$ cat config.mk
export PLATFORM = sky130hd
export DESIGN_NAME = struct_sig_reader
export DESIGN_NICKNAME = d
export VERILOG_FILES = /design/src/rtl/struct_sig_reader.sv
export SDC_FILE = /design/constraint.sdc
export NUM_CORES = 1
export LEC_CHECK = 0
export CAP_MARGIN = 10
export CORE_MARGIN = 2
export CORE_UTILIZATION = 55
export CTS_BUF_LIST = sky130_fd_sc_hd__clkbuf_4
export DETAILED_ROUTE_END_ITERATION = 6
export PLACE_DENSITY = 0.88
export SLEW_MARGIN = 5
export SYNTH_ARGS = -nofsm -noshare
export SYNTH_HDL_FRONTEND = slang
export SYNTH_SLANG_ARGS = --single-unit
$ cat constraint.sdc
create_clock -name clk -period 5.3 [get_ports clk]
set_clock_uncertainty 0.15 [all_clocks]
set_input_delay 0.795 -clock clk [delete_from_list [all_inputs] [get_ports clk]]
set_output_delay 0.795 -clock clk [all_outputs]
set_load 0.05 [all_outputs]
$ cat src/rtl/struct_sig_reader.sv
// struct_sig_reader
//   Samples the packed {x, y, z} signal struct, requires each new value to
//   hold for SETTLE consecutive sampled cycles before committing it, and
//   queues every committed value in a small first-word-fall-through FIFO.
//   A downstream consumer drains the FIFO through out_valid/out_ready.
//
// Ports
//   clk, rst        : single clock, synchronous active-high reset
//   sig_i[2:0]      : incoming struct {x, y, z}, x = bit 2
//   out_valid       : FIFO holds at least one event
//   out_ready       : consumer takes the head entry this cycle
//   out_sig[2:0]    : head entry (0 while empty), out_x/out_y/out_z = fields
//   committed[2:0]  : last committed value
//   level           : FIFO occupancy, reads DEPTH when full
//   overflow        : sticky, an event was dropped on a full FIFO
//   glitch_cnt[7:0] : saturating count of aborted candidates
module struct_sig_reader #(
    parameter int SETTLE = 10,
    parameter int DEPTH  = 4
) (
    input  logic                   clk,
    input  logic                   rst,
    input  logic [2:0]             sig_i,
    output logic                   out_valid,
    input  logic                   out_ready,
    output logic [2:0]             out_sig,
    output logic                   out_x,
    output logic                   out_y,
    output logic                   out_z,
    output logic [2:0]             committed,
    output logic [$clog2(DEPTH):0] level,
    output logic                   overflow,
    output logic [7:0]             glitch_cnt
);

    localparam int AW = $clog2(DEPTH);
    localparam int LW = AW + 1;
    localparam logic [7:0]    LAST = 8'(SETTLE - 1);
    localparam logic [LW-1:0] FULL = LW'(DEPTH);

    typedef struct packed {
        logic x;
        logic y;
        logic z;
    } sig_t;

    typedef enum logic {IDLE, SETTLING} state_t;

    state_t        state, state_n;
    logic [2:0]    sig_q;
    logic [2:0]    cand, cand_n;
    logic [7:0]    cnt, cnt_n;
    logic          commit;
    logic          glitch;

    sig_t          mem [DEPTH];
    logic [AW-1:0] wr_ptr, rd_ptr;
    logic          full;
    logic          do_push, do_pop;
    sig_t          head;

    // ---------------------------------------------------------------
    // Settle FSM: next state and datapath strobes
    // ---------------------------------------------------------------
    always_comb begin
        state_n = state;
        cand_n  = cand;
        cnt_n   = cnt;
        commit  = 1'b0;
        glitch  = 1'b0;
        case (state)
            IDLE: begin
                if (sig_q != committed) begin
                    cand_n  = sig_q;
                    cnt_n   = 8'd1;
                    state_n = SETTLING;
                end
            end
            SETTLING: begin
                if (sig_q == cand) begin
                    if (cnt == LAST) begin
                        commit  = 1'b1;
                        cnt_n   = 8'd0;
                        state_n = IDLE;
                    end else begin
                        cnt_n = cnt + 8'd1;
                    end
                end else begin
                    glitch = 1'b1;
                    // Falling back to the committed value is not a new event.
                    if (sig_q == committed) begin
                        cnt_n   = 8'd0;
                        state_n = IDLE;
                    end else begin
                        cand_n = sig_q;
                        cnt_n  = 8'd1;
                    end
                end
            end
            default: state_n = IDLE;
        endcase
    end

    always_ff @(posedge clk) begin
        if (rst) begin
            state <= IDLE;
            sig_q <= 3'b000;
            cand  <= 3'b000;
            cnt   <= 8'd0;
        end else begin
            state <= state_n;
            sig_q <= sig_i;
            cand  <= cand_n;
            cnt   <= cnt_n;
        end
    end

    // ---------------------------------------------------------------
    // Event FIFO
    // ---------------------------------------------------------------
    assign full      = (level == FULL);
    assign out_valid = (level != '0);
    assign do_pop    = out_valid && out_ready;
    // A full FIFO still accepts the push when the head leaves this cycle.
    assign do_push   = commit && (!full || do_pop);

    always_ff @(posedge clk) begin
        if (do_push) mem[wr_ptr] <= sig_t'(cand);
    end

    always_ff @(posedge clk) begin
        if (rst) begin
            committed  <= 3'b000;
            wr_ptr     <= '0;
            rd_ptr     <= '0;
            level      <= '0;
            overflow   <= 1'b0;
            glitch_cnt <= 8'd0;
        end else begin
            if (commit) committed <= cand;
            if (commit && full && !do_pop) overflow <= 1'b1;
            if (glitch && glitch_cnt != 8'hFF) glitch_cnt <= glitch_cnt + 8'd1;
            if (do_push) wr_ptr <= wr_ptr + 1'b1;
            if (do_pop)  rd_ptr <= rd_ptr + 1'b1;
            case ({do_push, do_pop})
                2'b10:   level <= level + 1'b1;
                2'b01:   level <= level - 1'b1;
                default: level <= level;
            endcase
        end
    end

    // Head is forced to zero while empty so stale entries never show.
    assign head    = out_valid ? mem[rd_ptr] : '0;
    assign out_sig = head;
    assign out_x   = head.x;
    assign out_y   = head.y;
    assign out_z   = head.z;

endmodule

==> results by group <==
Yosys
  • Mux contribution to synthesized area: 5.91%
  • Largest family of logic cells by synthesized area: simple AND/OR/NAND/NOR gates
  • Main synth FF type: dfxtp_1
  • Adder and majority gate portion of the synthesized area: 4.75%
  • Sequential-to-total area share from yosys stat: 47.7%
  • Number of warnings issued by yosys: 0
  • Post-synth ARST share: 0%
  • Synth Area in Compound Gates: 10.7%
  • Mean Syn Cell Area: 10.6 um^2
  • Synthesis-stage register bit count: 48
  • Simple-Gate Fraction of Synth Area: 20.5%
  • XOR/XNOR share of the synthesized area: 6.95%
  • Yosys cell types: 48
  • Post-Syn Nets: 228
  • Post-Syn Area: 0.00227 mm^2
  • Post-Synthesis Cells: 214
  • Number of synthesized flops with an enable pin: 12

Timing
  • Final worst path period need: 3.15 ns
  • RSZ-0062 raised after global routing: no
  • Worst-Margin Slew: 0.680 ns
  • Fmax: 317 MHz
  • PnR worst setup slack: 2.15 ns
  • Sum Neg Setup Slack: 0 ns
  • Slew Limit Fails: 0
  • Fin. Hold Viols: 0
  • WHS: 0.346 ns
  • Relative slew slack: 54.3%
  • Final period util: 59.4%
  • Final setup fails: 0

Clock tree
  • Clock net sink count: 48
  • Hold_buf cts: 0
  • Post-CTS setup repair buffer count: 0
  • Post-CTS resize count: 0
  • Clock root buffer: clkbuf_4
  • CTS buffer count: 5
  • Clock-pin slew on the worst setup and hold paths: 0.13 ns
  • CTS tree: yes
  • H-tree Lvls: 2
  • CTS Buffer Depth: 2
  • Worst skew pair latency: 0.37 ns

Setup path
  • Setup CP Type: reg2out
  • Crit start category: flop
  • R2R Path Start: cnt[1]$_SDFFE_PP0P_
  • CP endpoint kind: output pin
  • Slowest stage delay, CP: 0.69 ns
  • Crit path cell chain: mux4_2, and2_1, clkdlybuf4s50_1
  • Critical path required time: 4.36 ns
  • CP Max Fanout: 3
  • CP top delay family: buffers and inverters
  • Slowest cell on crit path: clkdlybuf4s50_1
  • Worst path arrival time: 2.21 ns
  • Worst Path Buf+Inv: 1

Global route
  • First-pass GRT wire length: 6910 um
  • Vias in the first global route: 1527
  • Gr usage total: 20.1%
  • Largest net degree at the start of global routing: 38
  • Initial antenna violation count: 0
  • GRT overflow: 0

Route
  • DR vias: 1600
  • Via-per-instance ratio: 5.50
  • WL/cell: 13.8 um
  • Antenna-violating nets left: 0
  • Routed WL: 4010 um
  • 1st-pass router iterations: 4
  • DRT iter0 DRCs: 58
  • DRC: 0

Placed design
  • Final Wtd Congestion: 0.787
  • I/O Buffers: 27
  • Post-place setup slack: 2.36 ns
  • Post-DP HPWL: 2930 um

Cells and area
  • P&R area growth vs syn: 15.0%
  • Share of cells above drive strength 1: 11.2%
  • ANT cells: 0
  • Fin nets: 254

Power and ir drop
  • Leakage power: 0.000919 uW
  • Pwr Density: 349 mW/mm^2
  • Worst VDD drop: 0.193 mV
  • Pwr Total: 909 uW

Floorplan
  • Die Y-Extent: 68.2 um
  • IO Count: 28
  • DIE WIDTH: 68.2 um
  • Die area: 0.00465 mm^2
  • Placeable Area: 0.00397 mm^2
  • Num rows: 23
  • Initial Util: 57.1%

Status
  • Status: complete, no violations

Min path
  • HP Class: reg2reg
  • Hold Path Origin: overflow$_SDFFE_PP0P_

Flow run
  • Max-cap viol count: 0
[through the flow]
step | util, % | instance area, um^2 | std cells
after floorplan | - | 2270 | 214
after detailed placement | 64.2 | 2550 | 283
after CTS | 65.7 | 2610 | 291
after global placement | 64.2 | 2550 | 283
final | 65.7 | 2610 | 291
after global routing | 65.7 | 2610 | 291
[Yosys cell counts (all sizes together), types with 3 or more instances]
library cell  count  area (um^2)
and2              9         61.3
mux4              3         67.6
a311oi            3         26.3
edfxtp           12          360
nor4b             3         38.8
xnor2            14          123
o211a             3         30.0
a21oi            12         63.8
nor3              9         56.3
nand3             5         25.0
xor2              4         35.0
nand2            15         58.8
dfxtp            36          721
ha                7         87.6
o21ai             4         20.0
nor2             24         92.6
nor2b             6         37.5
a211oi            3         27.5
clkbuf            4         15.0
mux2i             4         40.0
buf               5         41.3
and3              3         18.8
inv               6         22.5
[cell families (layout without fill, tap and decap cells)]
group                      Yosys count  after routing
xor gates and xnor gates            18             18
adders and majority gates            8              8
and+or+nand+nor                     83             83
buffers and inverters               15             42
DFF                                 48             48
muxes                                9              9
AOI/OAI and AO/OA                   33             33
[tightest hold or removal path: stages (launching register included)]
cell     delay, ns
dfxtp_1       0.36
a21oi_1       0.04
nor2_1        0.07
[state kept, by name, indices dropped and copies added (netlist names), named ones only]
name / count
level: 3
overflow: 1
sig_q: 3
cand: 3
wr_ptr: 2
state: 1
mem: 12
cnt: 8
rd_ptr: 2
committed: 3
glitch_cnt: 8
[worst paths after layout]
check	to	depth (start not counted)	slack (ns)
setup / recovery	out_y	3	2.15
setup reg to reg	level[2]$_SDFFE_PP0P_	9	2.83
hold reg to reg	overflow$_SDFFE_PP0P_	2	0.35
hold / removal	overflow$_SDFFE_PP0P_	2	0.35
[cells in the final DEF (no fill, tap or decap), drive strengths merged, types with 2 or more instances in the layout]
cell | netlist | routed
dfxtp | 36 | 36
clkdlybuf4s50 | 0 | 27
nor2 | 24 | 24
nand2 | 15 | 15
xnor2 | 14 | 14
edfxtp | 12 | 12
a21oi | 12 | 12
nor3 | 9 | 9
and2 | 9 | 9
ha | 7 | 7
clkbuf | 4 | 7
inv | 6 | 6
nor2b | 6 | 6
nand3 | 5 | 5
mux2i | 4 | 4
o21ai | 4 | 4
xor2 | 4 | 4
mux4 | 3 | 3
and3 | 3 | 3
a311oi | 3 | 3
o211a | 3 | 3
nor4b | 3 | 3
a211oi | 3 | 3
or3 | 2 | 2
nor3b | 2 | 2
a41oi | 2 | 2
or2 | 2 | 2
mux2 | 2 | 2
o31ai | 2 | 2
[cell type report]
type,count,area [um^2]
Timing Repair Buffer,28,278
Tap cell,50,62.6
Multi-Input combinational cell,151,1110
Inverter,6,22.5
Fill cell,328,1360
Clock inverter,1,3.75
Sequential cell,48,1080
Clock buffer,7,52.6
[metal layers]
metal | vias up | wire, um | part of all wire (%) | GRT usage [%]
met5 | - | 0 | 0 | 0
met4 | 0 | 117 | 2.9 | 10.5
met3 | 11 | 146 | 3.6 | 3.95
met2 | 35 | 1990 | 50 | 35.2
met1 | 750 | 1750 | 44 | 23.1
li1 | 804 | - | - | -
[power breakdown]
| part | internal (uW) | switching [uW] |
|---|---|---|
| combinational | 119 | 202 |
| sequential | 394 | 24.4 |
| clock | 61.4 | 110 |
No activity file was read; power rests on OpenSTA's default activity.
==> RTL change 1 (config.mk and constraints unchanged) <==
`DEPTH`: 4 -> 8.
--- a/src/rtl/struct_sig_reader.sv
+++ b/src/rtl/struct_sig_reader.sv
@@ -16,7 +16,7 @@
 //   glitch_cnt[7:0] : saturating count of aborted candidates
 module struct_sig_reader #(
     parameter int SETTLE = 10,
-    parameter int DEPTH  = 4
+    parameter int DEPTH  = 8
 ) (
     input  logic                   clk,
     input  logic                   rst,
Interface: changed (resized level); port bits go from 28 to 29. No check against the original RTL was run, so the function may have changed too.
==> RTL change 1 against the unedited design <==
- fmax shrank 7.5%
- wire length rose by 19%
- area after synthesis rose by 26%
- design area grew 26%
- sequential cell count up 16
- final cell count increased by 22%
- total power rose by 11%
- non-clock buffer count rose by 1
- via count up 15%
- worst setup slack worse by 0.26 ns
- critical path type unchanged
- largest cell class is now flip-flops and latches
- largest power group unchanged
==> RTL change 1: results (changes against the unedited design) <==
Status: completed
Inserted Clock Buffers: 9 (+4)
Worst slew margin: 53.9% (-0.46 points)
Arrival time at the worst endpoint: 2.46 ns (+0.25 ns)
Iteration-0 DRC Markers: 109 (+88%)
GRT Total Usage: 18.1% (-2.0 points)
# port buffers: 28 (+3.7%)
Layout net count: 294 (+16%)
Routability cong.: 0.780 (-0.90%)
Post-CTS Setup Bufs: 0 (unchanged)
H-tree Lvls: 3 (+1)
Antenna Cells: 0 (unchanged)
HP Start: rd_ptr[1]$_SDFFE_PP0N_
Initial antenna violation count: 0 (unchanged)
Worst Hold Class: reg2reg
CP Max Fanout: 6 (+3)
Biggest regs: mem x24, cnt x8, glitch_cnt x8
P_int: 0.000735 W (+28%)
Syn_nets: 265 (+16%)
Worst-Skew Late Latency: 0.39 ns (+0.02 ns)
Clk buf depth: 2 (unchanged)
CTS resizes: 0 (unchanged)
Worst reg2reg startpoint: cand[0]$_SDFFE_PP0P_
Worst-path clk slew: 0.10 ns (-0.03 ns)
Number of flops mapped to enable cells by yosys: 24 (+12)
Pleak: 1.15 nW (+26%)
Syn Area/Cell: 11.4 um2 (+7.1%)
Max Cap Viol: 0 (unchanged)
Count of cell types in the netlist: 45 (-6.3%)
Sequential share of the synthesized area: 53.4% (+5.7 points)
Async SR Flop Fraction: 0% (unchanged)
Final hold viol count: 0 (unchanged)
Final std cells w/o fill: 355 (+22%)
Drt wl/cell: 13.5 um (-2.3%)
Top FF cell, synth: dfxtp_1
Crit start category: flop
Via count: 1834 (+15%)
FILL cells: 395 (+20%)
Ys Warns: 0 (unchanged)
First-pass iteration count of the detailed router: 4 (unchanged)
Largest net degree at the start of global routing: 37 (-2.6%)
First-pass GRT wire length: 8200 um (+19%)
Worst VDD drop: 177 uV (-8.1%)
Inst Count DP: 339 (+20%)
Commonest cells in the netlist: 45 x nor2_1, 40 x dfxtp_1, 24 x edfxtp_1, 15 x nand2_1, 12 x xnor2_1
Post-DP HPWL: 3480 um (+19%)
Pre-CTS WS: 1.96 ns (-0.403 ns)
Synth top area cells: dfxtp_1 28%, edfxtp_1 25%, nor2_1 5.9%
CTS root buf: clkbuf_4
Share of layout cells above drive strength 1: 11.2% (+0.025 points)
[RTL change 1: changes by cell type in the layout (fill, tap and decap cells not counted), moves of 4 or more]
cell / change
a21oi_1: -4
and2_2: -4
clkinv_1: +4
dfxtp_1: +4
edfxtp_1: +12
mux2i_1: +6
nand2b_1: +7
nand4_1: +4
nor2_1: +22
nor3_1: -4
xor2_1: +6
[RTL change 1: kinds of logic (layout without fill, tap and decap cells)]
| kind of cell | after synthesis | count (layout) | synth area share [%] |
|---|---|---|---|
| xor+xnor | 22 | 22 | 6.76 |
| compound gates | 16 | 16 | 4.13 |
| mux | 20 | 20 | 10.2 |
| fa+ha+maj | 8 | 8 | 3.78 |
| buf+inv | 17 | 51 | 3.07 |
| flops | 64 | 64 | 53.4 |
| simple gates | 104 | 104 | 18.6 |
[RTL change 1: layout make-up]
class	count	area (um2)	area share [%]
Inverter	6	25.0	0.761
Clock inverter	6	50.0	1.52
Tap cell	70	87.6	2.66
Timing Repair Buffer	29	288	8.76
Clock buffer	10	75.1	2.28
Sequential cell	64	1520	46.3
Multi-Input combinational cell	170	1240	37.7
[RTL change 1: power groups by stage]
stage	logic [W]	registers, W	clock network, W
after floorplan	0.000124	0.000558	0
after global placement	0.000160	0.000557	0
after detailed placement	0.000164	0.000558	0
after CTS	0.000164	0.000547	0.000309
after global routing	0.000176	0.000550	0.000331
final	0.000163	0.000546	0.000301
[RTL change 1: worst paths after layout]
| path | slack [ns] | end | depth (start not counted) |
|---|---|---|---|
| setup / recovery | 1.89 | out_x | 4 |
| hold reg to reg | 0.33 | flop | 2 |
| setup reg to reg | 1.97 | level[3]$_SDFFE_PP0P_ | 11 |
| hold / removal | 0.33 | flop | 2 |
[RTL change 1: critical path, cell delays in order (launching register included)]
cell and delay [ns]:
dfxtp_1 0.57, mux4_2 0.57, mux2i_1 0.15, nor2_1 0.07, clkdlybuf4s50_1 0.72
[RTL change 1: metal layers]
metal  GRT usage (%)  part of all wire [%]  up-vias
met4            8.00                   1.2        0
met2            29.1                    48       36
met1            22.8                    46      855
li1                -                     -      935
met5               0                     0        -
met3            5.45                   4.7        8
[RTL change 1: per-stage QoR]
step           utilization, %  hold WS [ns]  area [um2]  power [W]
2_1_floorplan               -         0.304        2850   0.000682
3_3_place_gp             62.7         0.322        3160   0.000717
3_5_place_dp             62.7         0.328        3160   0.000722
4_1_cts                  65.2         0.338        3290    0.00102
5_1_grt                  65.2         0.386        3290    0.00106
6_report                 65.2         0.330        3290    0.00101
==> RTL change 2 (config.mk and constraints unchanged) <==
Made on the original files. Put one more register stage on the output `glitch_cnt`, cleared by the reset. The value now appears one clock later. The other outputs are not delayed to match.
--- a/src/rtl/struct_sig_reader.sv
+++ b/src/rtl/struct_sig_reader.sv
@@ -45,6 +45,8 @@
     } sig_t;
 
     typedef enum logic {IDLE, SETTLING} state_t;
+
+    logic [7:0] glitch_cnt_s0;
 
     state_t        state, state_n;
     logic [2:0]    sig_q;
@@ -135,11 +137,11 @@
             rd_ptr     <= '0;
             level      <= '0;
             overflow   <= 1'b0;
-            glitch_cnt <= 8'd0;
+            glitch_cnt_s0 <= 8'd0;
         end else begin
             if (commit) committed <= cand;
             if (commit && full && !do_pop) overflow <= 1'b1;
-            if (glitch && glitch_cnt != 8'hFF) glitch_cnt <= glitch_cnt + 8'd1;
+            if (glitch && glitch_cnt_s0 != 8'hFF) glitch_cnt_s0 <= glitch_cnt_s0 + 8'd1;
             if (do_push) wr_ptr <= wr_ptr + 1'b1;
             if (do_pop)  rd_ptr <= rd_ptr + 1'b1;
             case ({do_push, do_pop})
@@ -157,5 +159,13 @@
     assign out_y   = head.y;
     assign out_z   = head.z;
 
+    always_ff @(posedge clk) begin
+        if (rst) begin
+            glitch_cnt <= '0;
+        end else begin
+            glitch_cnt <= glitch_cnt_s0;
+        end
+    end
+
 endmodule
 
Check against the original RTL: not equivalent (a bounded check fails within 4 cycles, from zero or initial values and one cycle with rst high).
==> RTL change 2 against the unedited design <==
- global-route usage shrank 2.9 points
- first-iteration DRC count up 26%
- area after synthesis grew 6.5%
- design area up 7.2%
- total power increased by 19%
- hold slack improved by 0.021 ns
- worst setup slack got worse by 0.012 ns
- non-clock buffer count is the same
- wire length decreased by 0.72%
- via count up 4.8%
- critical path depth unchanged
- sequential cell count up 8
- largest power group unchanged
- critical endpoint unchanged
==> RTL change 2: results (changes against the unedited design) <==
Status: completed
Sequential share of the synthesized area: 51.4% (+3.7 points)
First-pass GRT wire length: 6800 um (-1.5%)
Vias in the first global route: 1561 (+2.2%)
Worst slew pin tran: 0.766 ns (+0.0863 ns)
Pleak: 1.04 nW (+13%)
Worst VDD drop: 192 uV (-0.62%)
Worst-path clk slew: 0.16 ns (+0.03 ns)
Layout net count: 268 (+5.5%)
Post-DP HPWL: 2830 um (-3.4%)
Reg-to-reg slack, setup: 2.70 ns (-0.13 ns)
Share of layout cells above drive strength 1: 9.41% (-1.8 points)
Synth Register Bits: 56 (+17%)
Largest net degree at the start of global routing: 47 (+24%)
Synth top area cells: dfxtp_1 36%, edfxtp_1 15%, nor2_1 4.0%
Iteration-0 DRC Markers: 73 (+26%)
Routability cong.: 0.809 (+2.7%)
Final cell area excluding filler cells: 2800 um2 (+7.2%)
Drt via density: 5.46 (-0.71%)
Async SR Flop Fraction: 0% (unchanged)
GRT Total Usage: 17.2% (-2.9 points)
Share of the synthesized area in the top cell type: 36.5% (+4.7 points)
Drt wl/cell: 13.0 um (-5.9%)
Post-DP Area: 2710 um2 (+6.2%)
Commonest cells in the netlist: 44 x dfxtp_1, 26 x nor2_1, 12 x edfxtp_1, 12 x nand2_1, 12 x nor2b_1
[RTL change 2: per-layer routing]
metal / wire length, um / GRT usage, % / share of wire (%) / vias up
met2: 2020 / 29.8 / 51 / 28
met4: 44 / 5.77 / 1.1 / 0
met5: 0 / 0 / 0 / -
met3: 118 / 4.33 / 3.0 / 5
li1: - / - / - / 848
met1: 1800 / 20.7 / 45 / 795
[RTL change 2: through the flow]
step                worst slack [ns]  hold slack [ns]  power (W)  cells
finish                          2.14            0.367    0.00108    307
global route                    2.03            0.383    0.00113    307
CTS                             2.10            0.372    0.00109    307
detailed placement              2.44            0.344   0.000860    299
global placement                2.49            0.323   0.000851    299
floorplan                       2.59            0.321   0.000773    228
[RTL change 2: cell type report]
type	instances	area, um2
inverter	8	30.0
multi-input combinational	155	1100
timing repair buffer	28	278
tap	52	65.1
clock inverter	3	47.5
fill	335	1500
sequential	56	1240
clock buffer	5	37.5
[RTL change 2: power breakdown]
| part | internal [W] | switching [W] | total [W] |
|---|---|---|---|
| Clock | 0.000101 | 0.000132 | 0.000233 |
| Combinational | 0.000140 | 0.000224 | 0.000364 |
| Sequential | 0.000458 | 0.0000264 | 0.000485 |
| Total | 0.000700 | 0.000382 | 0.00108 |
[RTL change 2: cells by family after synthesis]
group,after synthesis,synth area share [%]
flops,56,51.4
simple gates,92,20.8
buf+inv,17,3.16
compound gates,29,8.19
xor+xnor,13,4.72
fa+ha+maj,8,4.46
mux,13,7.21
[RTL change 2: worst paths after layout]
check | startpoint | end | cells past startpoint
setup / recovery | flop | out_y | 3
hold / removal | glitch_cnt_s0[7]$_SDFFE_PP0P_ | glitch_cnt[7]$_SDFF_PP0_ | 1
setup reg to reg | cand[0]$_SDFFE_PP0P_ | level[2]$_SDFFE_PP0P_ | 7
hold reg to reg | glitch_cnt_s0[7]$_SDFFE_PP0P_ | glitch_cnt[7]$_SDFF_PP0_ | 1
[RTL change 2: worst max-delay path, cell delays in order (launching register included)]
cell,delay [ns]
dfxtp_1,0.45
mux4_2,0.52
and2_1,0.18
clkdlybuf4s50_1,0.70
